==> config.mk <==
export PLATFORM = sky130hd
export DESIGN_NAME = mul7_acc
export DESIGN_NICKNAME = d
export VERILOG_FILES = /design/src/rtl/mul7_pkg.sv /design/src/rtl/mul7_acc.sv
export SDC_FILE = /design/constraint.sdc
export NUM_CORES = 1
export LEC_CHECK = 0
export CAP_MARGIN = 20
export CORE_MARGIN = 2
export CORE_UTILIZATION = 40
export CTS_CLUSTER_SIZE = 40
export DETAILED_ROUTE_END_ITERATION = 7
export PLACE_DENSITY = 0.7
export SLEW_MARGIN = 5
export SYNTH_ARGS = -nofsm -noshare
export SYNTH_HDL_FRONTEND = slang
export SYNTH_SLANG_ARGS = --single-unit
==> constraint.sdc <==
create_clock -name clk -period 2.25 [get_ports clk]
set_input_delay 0.225 -clock clk [delete_from_list [all_inputs] [get_ports clk]]
set_output_delay 0.225 -clock clk [all_outputs]
set_load 0.05 [all_outputs]
==> src/rtl/mul7_pkg.sv <==
// mul7_pkg -- shared defaults and FSM state encoding for the 7x7 product
// burst accumulator (mul7_acc).
//   DEF_PROD_W : width of an unsigned 7x7 product
//   DEF_CNT_W  : burst-length field width (bursts of 1..2^CNT_W beats)
//   DEF_ACC_W  : accumulator / result width, sized so a full burst cannot wrap
package mul7_pkg;

  localparam int DEF_PROD_W = 14;
  localparam int DEF_CNT_W  = 4;
  localparam int DEF_ACC_W  = DEF_PROD_W + DEF_CNT_W;

  typedef enum logic [1:0] {
    ST_IDLE  = 2'd0,
    ST_ACCUM = 2'd1,
    ST_DONE  = 2'd2
  } mul7_state_t;

endpackage

==> src/rtl/mul7_acc.sv <==
// mul7_acc -- accumulates a burst of 1..2^CNT_W unsigned products and
// presents the sum on a valid/ready output.
//
// Ports
//   clk        in   rising-edge clock
//   rst_n      in   asynchronous active-low reset
//   start      in   begin a burst (accepted in IDLE, or in DONE on handshake)
//   len        in   burst length minus one, latched on accepted start
//   abort      in   synchronous cancel; beats start, beats and handshake
//   prod_in    in   unsigned product from the upstream multiplier
//   prod_valid in   prod_in valid this cycle
//   prod_ready out  high in ACCUM
//   sum_out    out  burst result, held through DONE and afterwards
//   sum_valid  out  high in DONE
//   sum_ready  in   downstream accepts sum_out
//   busy       out  high in ACCUM or DONE
//
// All handshake outputs decode the registered state (Moore), so the result
// appears one cycle after the last beat.
module mul7_acc
  import mul7_pkg::*;
#(
  parameter int PROD_W = DEF_PROD_W,
  parameter int CNT_W  = DEF_CNT_W,
  parameter int ACC_W  = PROD_W + CNT_W
) (
  input  logic              clk,
  input  logic              rst_n,
  input  logic              start,
  input  logic [CNT_W-1:0]  len,
  input  logic              abort,
  input  logic [PROD_W-1:0] prod_in,
  input  logic              prod_valid,
  output logic              prod_ready,
  output logic [ACC_W-1:0]  sum_out,
  output logic              sum_valid,
  input  logic              sum_ready,
  output logic              busy
);

  mul7_state_t r_state, w_state_nxt;

  logic [ACC_W-1:0] r_acc;
  logic [CNT_W-1:0] r_cnt;
  logic [CNT_W-1:0] r_len;
  logic [ACC_W-1:0] r_sum;

  logic             w_beat;      // product accepted this cycle
  logic             w_last;      // accepted product closes the burst
  logic             w_hs;        // result taken by downstream
  logic             w_launch;    // a new burst begins next cycle
  logic [ACC_W-1:0] w_acc_add;

  assign w_beat    = (r_state == ST_ACCUM) && prod_valid;
  assign w_last    = w_beat && (r_cnt == r_len);
  assign w_hs      = (r_state == ST_DONE) && sum_ready;
  // start is only honoured from IDLE or on the DONE handshake (zero-bubble)
  assign w_launch  = start && ((r_state == ST_IDLE) || w_hs);
  // zero-extend the product; ACC_W leaves headroom for 2^CNT_W maximal beats
  assign w_acc_add = r_acc + {{(ACC_W-PROD_W){1'b0}}, prod_in};

  // ---------------- state register ----------------
  always_ff @(posedge clk or negedge rst_n) begin
    if (!rst_n) r_state <= ST_IDLE;
    else        r_state <= w_state_nxt;
  end

  // ---------------- next state ----------------
  always_comb begin
    w_state_nxt = r_state;
    if (abort) begin
      w_state_nxt = ST_IDLE;
    end else begin
      unique case (r_state)
        ST_IDLE:  if (start) w_state_nxt = ST_ACCUM;
        ST_ACCUM: if (w_last) w_state_nxt = ST_DONE;
        ST_DONE:  if (w_hs) w_state_nxt = start ? ST_ACCUM : ST_IDLE;
        default:  w_state_nxt = ST_IDLE;
      endcase
    end
  end

  // ---------------- datapath ----------------
  always_ff @(posedge clk or negedge rst_n) begin
    if (!rst_n) begin
      r_acc <= '0;
      r_cnt <= '0;
      r_len <= '0;
      r_sum <= '0;
    end else if (abort) begin
      // partial sum is dropped; r_sum keeps the last delivered result
      r_acc <= '0;
      r_cnt <= '0;
    end else if (w_launch) begin
      r_acc <= '0;
      r_cnt <= '0;
      r_len <= len;
    end else if (w_beat) begin
      r_acc <= w_acc_add;
      r_cnt <= r_cnt + 1'b1;
      if (w_last) r_sum <= w_acc_add;
    end
  end

  // ---------------- Moore outputs ----------------
  assign prod_ready = (r_state == ST_ACCUM);
  assign sum_valid  = (r_state == ST_DONE);
  assign busy       = (r_state == ST_ACCUM) || (r_state == ST_DONE);
  assign sum_out    = r_sum;

endmodule

# [Word-level counts from Yosys, hierarchy flattened]
# Cells that the tools add are included.
[word_totals] regBits=46
[classes] addsub=2 eq_ne=6 muxes=12 n_bitwise=2 n_reduce_logical=11
[op_table] operator="$mux W18" n=3
[op_table] operator="$add A18 B14 Y18" n=1
[op_table] operator="$mux W4" n=3
[op_table] operator="$mux W2" n=4
[op_table] operator="$ne A3 B2 Y1 const B" n=2
[op_table] operator="$pmux W2 S3" n=1
[op_table] operator="$add A4 B1 Y4 const B" n=1
[op_table] operator="$eq A4 B4 Y1" n=1
[op_table] operator="$logic_and A1 B1 Y1" n=4
[op_table] operator="$reduce_and A4 Y1" n=1
[op_table] operator="$ne A3 B3 Y1 const B" n=1
[op_table] operator="$reduce_and A3 Y1" n=1
[op_table] operator="$reduce_bool A3 Y1" n=1
[op_table] operator="$eq A2 B1 Y1 const B" n=1
[op_table] operator="$eq A2 B2 Y1 const B" n=1
[op_table] operator="$logic_not A2 Y1" n=1
[op_table] operator="$logic_or A1 B1 Y1" n=2
[op_table] operator="$not A1 Y1" n=2
[op_table] operator="$reduce_and A2 Y1" n=1
[op_table] operator="$mux W1" n=1

# [Longest topological paths before layout]
[logic_depth] ltp_word=6 ltp_mapped=9

# [Least setup slack after synthesis]
# No wires, ideal clock.
[synth_path] path_kind="register to register" startpoint="register r_state[1]" endpoint="register r_state[0]" setup_time_ps=77 t_arrival_ps=2296 t_required_ps=2173 path_slack_ps=-123 stages_incl_launch_ff=9 period_less_slack_ps=2373 cell_sequence="dfrtp_1 -> inv_1 -> ha_1 -> nand2_1 -> nor2_1 -> nand2_1 -> a221o_1 -> or3_1 -> a21oi_1"
[synth_via] elab_chain_len=5 elab_cells_between_ends=12 cone_classes="eq/ne (5); mux (2); reduce/logical (5)"
[synth_rtl] item="start: declaration" line="mul7_acc.sv:41" rtl="mul7_state_t r_state, w_state_nxt;"
[synth_rtl] item="start signal: assignment" line="mul7_acc.sv:65" rtl="else r_state <= w_state_nxt;"
[synth_rtl] item="$eq A2 B1 Y1 (*)"
[synth_rtl] item="via prod_ready" line="mul7_acc.sv:34" rtl="output logic prod_ready,"
[synth_rtl] item="$logic_and A1 B1 Y1" line="mul7_acc.sv:54" rtl="assign w_beat = (r_state == ST_ACCUM) && prod_valid;"
[synth_rtl] item="$logic_and A1 B1 Y1" line="mul7_acc.sv:55" rtl="assign w_last = w_beat && (r_cnt == r_len);"
[synth_rtl] item="$ne A3 B2 Y1 (no source line)"
[synth_rtl] item="$reduce_and A3 Y1 (no source line)"
# The timed path passes the listed nets; every way through them passes the cells marked *.
# A chain may end at the register's enable or synchronous reset.

# [Worst setup path after layout]
[layout_path] startpoint="register r_acc[2]" endpoint="register r_sum[11] (netlist: sum_out[11])"
[layout_via] elab_chain_len=1
[layout_rtl] item="start: declaration" line="mul7_acc.sv:43" rtl="logic [ACC_W-1:0] r_acc;"
[layout_rtl] item="start signal: assignment" line="mul7_acc.sv:99" rtl="r_acc <= w_acc_add;"
[layout_rtl] item="$add A18 B14 Y18" line="mul7_acc.sv:60" rtl="assign w_acc_add = r_acc + {{(ACC_W-PROD_W){1'b0}}, prod_in};"
[layout_rtl] item="end signal: assignment" line="mul7_acc.sv:101" rtl="if (w_last) r_sum <= w_acc_add;"
[layout_rtl] item="end: declaration" line="mul7_acc.sv:46" rtl="logic [ACC_W-1:0] r_sum;"
# No other way between the ends.

==> results.txt <==
The flow ran to the end, and the final reports show no timing, DRC or antenna violations. Along the worst path, the maximum fanout reaches 4. The share of the Yosys chip area taken by registers is between 40% and 50%. The transition at the pin with the smallest max-transition slack came out at 0.6790 ns. The peak ir drop on the vdd network came out at about 0.36 mV. By instance count, the leading cell after synthesis is sky130_fd_sc_hd__dfrtp_1.

The number of endpoints with negative hold slack in the final report came out at 0. The synthesized area divided by synthesized cell count is around 9.4 um^2. Summing over every cut layer, the via total after detailed routing is 2,433. TritonCTS built the clock tree. Wires add up to roughly 6.5 mm. Counting flops with a built-in enable in the synthesized netlist gives 0. The number of library cell types mapped by synthesis came out at 47.

The slowest stage of the critical path belongs to the cell sky130_fd_sc_hd__dfrtp_1. For this configuration, the core starts out at a cell density of 41.53%. Data on the critical path arrives at its endpoint at between 2 and 2.5 ns.

The signal on the critical path passes through ha_1, a21oi_2, a21oi_1, o21ai_1, mux2i_1, a221oi_2, mux2_2. The later pin in the worst-skew pair is clocked with a latency of 0.30 ns. The cell chosen for the clock root is sky130_fd_sc_hd__clkbuf_8. The share of synthesized flip-flops with an asynchronous set or reset came out at 100.0%.

The max-capacitance violation count is 0. The startpoint type of the worst setup path is a flop. The count of nets left with antenna violations once routing finished came out at 0. The fraction of the core area covered by cells at the end of the flow came out at 54.73%. Summed over all layers, the global routing overflow is 0. The mean number of vias per cell came out at ~5.2. The number of standard-cell rows in the floorplan came out at 30. The total track usage is between 15 and 20%. The worst path uses between 90% and 100% of the clock period. The via count of the first global-routing pass came out at between 2,000 and 2,500.

The tightest slew margin relative to the limit came out at a little over half. The post-synthesis cell type with the largest combined area is sky130_fd_sc_hd__dfrtp_1. The count of state elements after synthesis came out at 46.

The half-perimeter wire length after detailed placement came out at 4.974 mm. The number of max-slew violations in the final report is 0. Data on the critical path is required at its endpoint by around 2.4 ns.

In this run the standard cell core region covers between 6000 and 7000 um^2. The wire length of the first global-routing pass came out at about 11 mm. The DRC violations left is 0. Hold timing on the final database bottoms out at a slack of around 0.48 ns.

The Yosys step of the flow raised 0 warnings. The number of nets in the finished design is 420. The internal power component is 0.001848 W. The total power divided by cell area came out at between 800 and 900 nW/um^2. The critical path in this run is classified as flop to flop. Synthesis produced a netlist with a net count of around 350. The total placed cells including tap cells is 463. The shortest clock period the worst path allows after layout is 2.157 ns. After synthesis, the cell types taking the most area are sky130_fd_sc_hd__dfrtp_1 (41%), sky130_fd_sc_hd__ha_1 (8.9%), sky130_fd_sc_hd__nand2_1 (5.6%). The largest incremental delay on the critical path came out at about 0.4 ns.

The number of buffers created by CTS is 5. The area fraction of the dominant cell type after synthesis is 40.80%. Clock skew on the completed layout was measured at just under 0.008 ns. In this run, the number of DRC markers left after iteration 0 of detailed routing was 95. The pre-antenna-repair detailed-routing pass consisted of 4 iterations. CTS built an H-tree with a depth of 2. By count the netlist is led by sky130_fd_sc_hd__dfrtp_1 (46), sky130_fd_sc_hd__nand2_1 (42), sky130_fd_sc_hd__a21oi_1 (29).

Setup violations remaining at the end of the flow were counted as 0. Entering global routing, the biggest net connects 31 pins. The height of the chip came out at between 80 and 90 um.

The routability-driven placement congestion ratio is ~0.9. The share of total power dissipated in sequential elements is 34.9%. The buffer depth of the longest clock path is 2. The width of the die came out at a little under 90 um. The number of filler instances in the final layout came out at slightly above 600. The capturing element type of the critical path is a flop. Setup repair after global routing left no endpoint under its margin. The average wire per standard cell came out at 13.86 um. The I/O pin count came out at 45. The setup slack of the worst register-to-register path came out at just over 0.09 ns. The tightest min-delay check is of the flop to flop type. The initial antenna violation count came out at 0. The switching power summed over all nets is between 0.001 and 0.0015 W. Cells with a size suffix above 1 make up between 10% and 20% of the layout. The layout overhead on the synthesized area came out at 31.80%. Per report_power, the combinational group accounts for 48.7% of the total. The combined area of all synthesized cells is approximately 2800 um^2. The total clock sinks is 46.

The maximum clock frequency came out at roughly 460 MHz. The clock network power share is about 17%. The number of buffers inserted by port buffering is 44. For this run, the number of standard cells in the final layout without fillers is 472. 0 antenna diodes ended up in the layout. For this run, the leading register cell type out of synthesis is sky130_fd_sc_hd__dfrtp_1. The switching share of power is 41.76%. The leakage component of the power came out at 1.645 nW. The total die area came out at roughly 7700 um^2. Synthesis produced a netlist whose cell count is 300. The register clock-pin slew on the reported worst setup and hold paths is around 0.080 ns.
path summary, 6_finish.rpt:
| kind | from | to | depth (start not counted) |
|---|---|---|---|
| setup / recovery | r_acc[2] | sum_out[11] | 7 |
| hold / removal | sum_out[16] | sum_out[16] | 2 |
| setup reg to reg | r_acc[2] | sum_out[11] | 7 |
| hold reg to reg | sum_out[16] | sum_out[16] | 2 |
| max in group asynchronous | rst_n | sum_out[3] | 3 |
| min in group asynchronous | rst_n | sum_out[6] | 2 |
metrics by stage:
stage               setup slack [ns]  TNS (ns)  total power (W)  area, um^2
floorplan                    0.08067         0         0.002133        2824
global placement             -0.1514   -0.6983         0.002624        3591
detailed placement           -0.1512    -1.263         0.002663        3591
CTS                           0.1122         0         0.003203        3696
global route                0.001970         0         0.003372        3719
finish                       0.09301         0         0.003172        3719
worst max-delay path: cells and delay by family (launching register included):
family,cells,cell delay [ns]
AOI/OAI and AO/OA,4,0.70
adders and majority gates,1,0.36
DFF,1,0.39
muxes,2,0.60
cell usage in the layout (no fill, tap or decap), drive strengths merged, types with 2 or more instances in the layout:
cell / instances
o211ai: 2
nand4: 4
inv: 9
a211o: 2
and3: 3
ha: 20
clkdlybuf4s50: 43
mux2i: 2
buf: 35
o31ai: 3
nand2b: 2
a211oi: 3
a31oi: 3
nor3: 6
nand3: 8
a21oi: 32
xnor2: 17
nand2: 42
xor2: 6
o21a: 5
o21ai: 19
mux2: 12
nor2b: 3
clkbuf: 6
o21bai: 2
nor2: 24
dfrtp: 46
a31o: 2
power groups by stage:
stage                     Sequential (W)  Combinational [W]  Clock [W]
after floorplan                  0.00145           0.000687          0
after global placement           0.00112            0.00151          0
after detailed placement         0.00112            0.00154          0
after CTS                        0.00111            0.00155   0.000549
after global routing             0.00113            0.00166   0.000579
final                            0.00111            0.00154   0.000522
sequential cells by signal, summed over array words and instances (netlist names):
register	count
r_len	4
r_state	2
sum_out	18
r_acc	18
r_cnt	4
what timing repair did:
item | CTS | global route
setup buffers | 0 | 0
gates resized for setup | 0 | 4
hold buffers | 1 | 0
endpoints found under the setup margin | 0 | 5
endpoints found under the hold margin | 27 | 0
kinds of logic (layout without fill, tap and decap cells):
kind of cell    count (synthesis)  after routing  share of synthesized area [%]
flops                          46             46                          40.80
xor+xnor                       23             23                          7.140
buf+inv                        20             96                          2.750
mux                            14             14                          5.499
simple gates                   95             95                          15.12
fa+ha+maj                      21             21                          9.579
compound gates                 81             81                          19.11
layout make-up:
type | instances | area (um^2) | share of cell area [%]
Tap cell | 96 | 120.1 | 3.230
Multi-Input combinational cell | 234 | 1618 | 43.51
Clock buffer | 6 | 82.58 | 2.221
Timing Repair Buffer | 79 | 700.7 | 18.84
Clock inverter | 2 | 12.51 | 0.3365
Sequential cell | 46 | 1151 | 30.96
Inverter | 9 | 33.78 | 0.9085
layer usage:
layer | vias up | track usage (%) | part of all wire [%]
li1 | 1210 | - | -
met2 | 53 | 29.96 | 48
met4 | 0 | 5.594 | 1.1
met3 | 6 | 2.828 | 3.9
met1 | 1164 | 25.49 | 47
met5 | - | 0 | 0
Power figures use the tool's default switching activity.
